--- src/rtl/booth2_digit_decoder.sv ---
// Rebuilds a signed multiplier from a stream of radix-4 Booth digits sent LSB-first.
// The running sum moves to DONE after the last digit and stays there until the consumer takes it.
module booth2_digit_decoder #(
  parameter int N_DIGITS = 16,
  parameter int W        = 2 * N_DIGITS
) (
  input  logic         clk,
  input  logic         rst,
  input  logic         in_valid,
  output logic         in_ready,
  input  logic [2:0]   in_digit,
  input  logic         in_last,
  output logic         out_valid,
  input  logic         out_ready,
  output logic [W-1:0] out_value,
  output logic         out_err
);

  localparam int CNT_W = (N_DIGITS > 1) ? $clog2(N_DIGITS) : 1;
  localparam logic [CNT_W-1:0] CNT_LAST = CNT_W'(N_DIGITS - 1);

  localparam logic [0:0] ST_ACCUM = 1'b0;
  localparam logic [0:0] ST_DONE  = 1'b1;

  logic [0:0]          state_q, state_d;
  logic signed [W-1:0] acc_q, acc_d;
  logic [CNT_W-1:0]    count_q, count_d;
  logic                err_q, err_d;
  logic                accept;
  logic                frame_end;

  function automatic logic digit_legal(input logic [2:0] d);
    case (d)
      3'b000, 3'b001, 3'b010, 3'b110, 3'b111: digit_legal = 1'b1;
      default:                                digit_legal = 1'b0;
    endcase
  endfunction

  // Illegal codes contribute nothing; legal ones are sign-extended and placed at 4^pos.
  function automatic logic signed [W-1:0] digit_weight(input logic [2:0]       d,
                                                       input logic [CNT_W-1:0] pos);
    logic signed [W-1:0] ext;
    ext = digit_legal(d) ? $signed({{(W-3){d[2]}}, d}) : '0;
    digit_weight = ext <<< {pos, 1'b0};
  endfunction

  assign accept    = in_valid && (state_q == ST_ACCUM);
  assign frame_end = in_last || (count_q == CNT_LAST);

  always_comb begin
    state_d = state_q;
    acc_d   = acc_q;
    count_d = count_q;
    err_d   = err_q;
    if (state_q == ST_ACCUM) begin
      if (accept) begin
        acc_d   = acc_q + digit_weight(in_digit, count_q);
        count_d = count_q + CNT_W'(1);
        err_d   = err_q | ~digit_legal(in_digit);
        if (frame_end) state_d = ST_DONE;
      end
    end else if (out_ready) begin
      state_d = ST_ACCUM;
      acc_d   = '0;
      count_d = '0;
      err_d   = 1'b0;
    end
  end

  always_ff @(posedge clk) begin
    if (rst) begin
      state_q <= ST_ACCUM;
      acc_q   <= '0;
      count_q <= '0;
      err_q   <= 1'b0;
    end else begin
      state_q <= state_d;
      acc_q   <= acc_d;
      count_q <= count_d;
      err_q   <= err_d;
    end
  end

  assign in_ready  = (state_q == ST_ACCUM);
  assign out_valid = (state_q == ST_DONE);
  assign out_value = $unsigned(acc_q);
  assign out_err   = err_q;

endmodule

--- config.mk ---
export PLATFORM = sky130hd
export DESIGN_NAME = booth2_digit_decoder
export DESIGN_NICKNAME = d
export VERILOG_FILES = /design/src/rtl/booth2_digit_decoder.sv
export SDC_FILE = /design/constraint.sdc
export NUM_CORES = 1
export LEC_CHECK = 0
export BUFFER_PORTS_ARGS = -buffer_cell sky130_fd_sc_hd__buf_2
export CORE_ASPECT_RATIO = 2
export CORE_MARGIN = 2
export CORE_UTILIZATION = 35
export DETAILED_ROUTE_END_ITERATION = 8
export GPL_TIMING_DRIVEN = 0
export HOLD_SLACK_MARGIN = 0.1
export PLACE_DENSITY = 0.58
export SLEW_MARGIN = 5
export SYNTH_ARGS = -nofsm -noshare
export SYNTH_HDL_FRONTEND = slang
export SYNTH_SLANG_ARGS = --single-unit
--- constraint.sdc ---
create_clock -name clk -period 6.85 [get_ports clk]
set_input_delay 1.37 -clock clk [delete_from_list [all_inputs] [get_ports clk]]
set_output_delay 1.37 -clock clk [all_outputs]
set_load 0.005 [all_outputs]
==> impl_metrics.py <==
metrics = {
    "critical_path": {
        "slowest_delay_ns": 0.46,
        "r2r_start": "count_q[1]$_SDFFE_PP0P_",
        "start_kind": "input pin",
        "cp.required_ns": 7.01,
        "worstPathMaxFanout": 10,
        "rrSetupSlack_ns": 2.85,
        "arrival_ns": 5.11,
        "rr_endpoint": "out_value[19]$_SDFFE_PP0P_",
        "crit_family": "compound AO/OA/AOI/OAI gates",
        "crit_chain": "clkbuf_8 -> and2_1 -> clkbuf_1 -> nor2_1 -> or3_1 -> nor2_1 -> ha_1 -> inv_1 -> fa_1 -> nor2b_1 -> o211ai_1 -> a31oi_1 -> o21a_1 -> a21oi_1 -> o21ai_1 -> a21o_1 -> a31oi_1 -> xor2_1 -> o21ai_1",
        "rr_worst_depth": 15,
        "crit_path_end_kind": "register",
        "worst_path_max_delay_cell": "or3_1",
        "worstSetupPathType": "input pin to register",
        "path_buf_inv": 3,
    },
    "routing": {
        "ant_nets": 0,
        "drt_wl_total_microns": 9693,
        "avgViaCountPerCell": 5.730,
        "vias": 3312,
        "avgRoutedWirePerCell_microns": 16.77,
        "drt_iter0_markers": 141,
        "remaining_drc_errors": 0,
        "drtPass1Iterations": 4,
    },
    "grt": {
        "grt_overflow": 0,
        "antenna_found_initial": 0,
        "grt_pass1_wl_microns": 15680,
        "grt_use_total_pct": 19.78,
        "grt_max_degree": 12,
        "grt_pass1_vias": 3344,
    },
    "logic_synthesis": {
        "synth_top_family_by_area": "compound AO/OA/AOI/OAI gates",
        "synth_compound_area_share_pct": 29.59,
        "synthFlopType": "dfxtp_1",
        "syn-cell-area_sq_mm": 0.003261,
        "ys_ff_latch": 38,
        "synth_fp_nets": 471,
        "synth-seq-area-share_pct": 23.33,
        "synth-simple-area-share_pct": 21.53,
        "postSynthAreaPerCell_sq_um": 7.601,
        "ys_types": 54,
        "synthMuxAreaShare_pct": 0.3070,
        "synth_fa_ha_area_share_pct": 13.28,
        "synth-xor-area-share_pct": 7.790,
        "syn_inst": 429,
        "ys.warnings.count": 0,
        "synth_edf_count": 0,
        "synthArstFlopShare_pct": 0,
    },
    "cells_and_area": {
        "fin_util_pct": 41.32,
        "multi_input_area_sq_mm": 0.002364,
        "drive_gt1_share_pct": 13.45,
        "fin_area_sq_mm": 0.003724,
        "final_common_cell": "nor2_1",
        "final_nets": 518,
        "fill_cells": 962,
        "layout_common_cells": "44 x nor2_1, 42 x a21oi_1, 40 x buf_2, 39 x o21ai_0, 39 x nand2_1",
        "regArea_sq_um": 760.7,
        "synthToLayoutAreaGrowth_pct": 14.20,
        "fin_cells": 578,
        "diodes": 0,
    },
    "clock_tree": {
        "cts_buffer_depth": 2,
        "clk_latency_ns": 0.29,
        "clk_pin_slew_worst_paths_ns": 0.06,
        "postCtsSetupRepairBufs": 0,
        "cts_buffers": 5,
        "cts_max_level": 2,
        "root_buffer": "clkbuf_16",
        "cts.sinks": 38,
        "cts_tree": "yes",
        "cts_resized": 0,
        "hold_buffers": 0,
    },
    "sta": {
        "fmax_ghz": 0.2023,
        "setup_ws_ns": 1.908,
        "setup_violations": 0,
        "rsz0062_at_grt": "no",
        "hold_viol": 0,
        "slew_headroom_pct": 54.79,
        "drv_slew": 0,
        "whs_ns": 0.4672,
        "skew_ns": 0.004318,
        "totalNegativeSetupSlack_ns": 0,
        "worst_pin_slew_ns": 0.6711,
        "period_needed_ns": 4.942,
        "finalCritPeriodShare_pct": 72.15,
    },
    "die": {
        "die_y_microns": 140.5,
        "ios": 43,
        "chipWidth_microns": 72.25,
        "initial_core_util_pct": 36.18,
        "rows": 49,
        "die-area_sq_mm": 0.01015,
        "core_sq_mm": 0.009012,
    },
    "outcome": {
        "status": "finished clean",
    },
    "worst_hold_path": {
        "holdPathEnd": "out_value[25]$_SDFFE_PP0P_",
        "holdPathStages": 2,
        "worstHoldStart": "out_value[25]$_SDFFE_PP0P_",
        "hold_class": "register to register",
    },
    "pwr": {
        "power_leakage_nw": 1.703,
        "max-vdd-ir-drop_uv": 89.61,
        "p_per_area_mw_per_mm2": 178.8,
        "power.total_mw": 0.6658,
    },
    "placement": {
        "placed_cells": 571,
        "dpl.hpwl_microns": 7911,
        "post_dp_cell_area_sq_mm": 0.003588,
        "port_buffers": 40,
        "place_ws_ns": 1.626,
        "place_congestion": 0.8518,
    },
    "flow_run": {
        "maxCapViolCount": 0,
    },
}
layout make-up:
class,count,area share (%)
Multi-Input combinational cell,363,63.47
Sequential cell,38,20.43
Timing Repair Buffer,40,5.376
Tap cell,102,3.427
Clock buffer,5,3.360
Buffer,15,2.352
Inverter,13,1.310
Clock inverter,2,0.2688
routing by layer:
layer,share of wire [%],GRT usage [%],vias to the layer above
li1,-,-,1654
met1,36,18.78,1545
met2,56,38.15,83
met3,2.4,1.942,30
met4,5.8,12.61,0
met5,0,0,-
synthesized netlist by cell type (all sizes together) (2+ instances only):
| library cell | count | area [sq um] |
|---|---|---|
| o21ai | 46 | 234.0 |
| a22o | 3 | 26.28 |
| o21bai | 5 | 37.54 |
| clkbuf | 13 | 68.82 |
| nor3 | 8 | 40.04 |
| xnor2 | 15 | 131.4 |
| nand3 | 5 | 25.02 |
| nand2b | 9 | 56.30 |
| and3 | 4 | 25.02 |
| or3 | 3 | 23.77 |
| xor2 | 14 | 122.6 |
| a22oi | 13 | 97.59 |
| inv | 13 | 48.80 |
| a21o | 11 | 82.58 |
| o211ai | 4 | 30.03 |
| a31oi | 12 | 75.07 |
| nor2b | 10 | 65.06 |
| nand4 | 5 | 31.28 |
| a211oi | 3 | 22.52 |
| o2bb2ai | 2 | 17.52 |
| nand2 | 39 | 146.4 |
| o21a | 4 | 30.03 |
| nor3b | 5 | 42.54 |
| a21oi | 44 | 227.7 |
| nor2 | 44 | 165.2 |
| ha | 33 | 412.9 |
| dfxtp | 38 | 760.7 |
| and2 | 3 | 18.77 |
| o41a | 2 | 23.77 |
| or2 | 3 | 18.77 |
where the power goes:
group	switching, mW	internal, mW
Clock	0.0964	0.132
Combinational	0.110	0.0767
Sequential	0.0143	0.237
worst max-delay path by stage:
stage	start	end	slack, ns	cells past startpoint
6_report	in_digit[1]	out_value[28]$_SDFFE_PP0P_	1.91	19
5_1_grt	in_digit[1]	out_value[28]$_SDFFE_PP0P_	1.69	19
4_1_cts	in_digit[1]	out_value[28]$_SDFFE_PP0P_	1.91	19
3_5_place_dp	in_digit[1]	out_value[28]$_SDFFE_PP0P_	1.63	19
3_3_place_gp	in_digit[1]	out_value[28]$_SDFFE_PP0P_	1.61	19
2_1_floorplan	in_digit[1]	out_value[31]$_SDFFE_PP0P_	2.12	16
worst register-to-register path: cells and delay by family, from the launching register on:
kind | cells | cell delay [ns]
compound gates | 8 | 1.92
simple gates | 4 | 1.15
flops | 1 | 0.38
fa+ha+maj | 1 | 0.21
xor+xnor | 1 | 0.16
buf+inv | 1 | 0.06
cells by family (layout without fill, tap and decap cells):
kind of cell               count (synthesis)  count (layout)
and+or+nand+nor                          143             143
xor gates and xnor gates                  29              29
DFF                                       38              38
adders and majority gates                 34              34
muxes                                      1               1
buffers and inverters                     28              75
AOI/OAI and AO/OA                        156             156
state kept, by name, summed over array words and instances (netlist names):
register   flops
count_q        4
out_err        1
out_valid      1
out_value     32
Power figures use the tool's default switching activity.
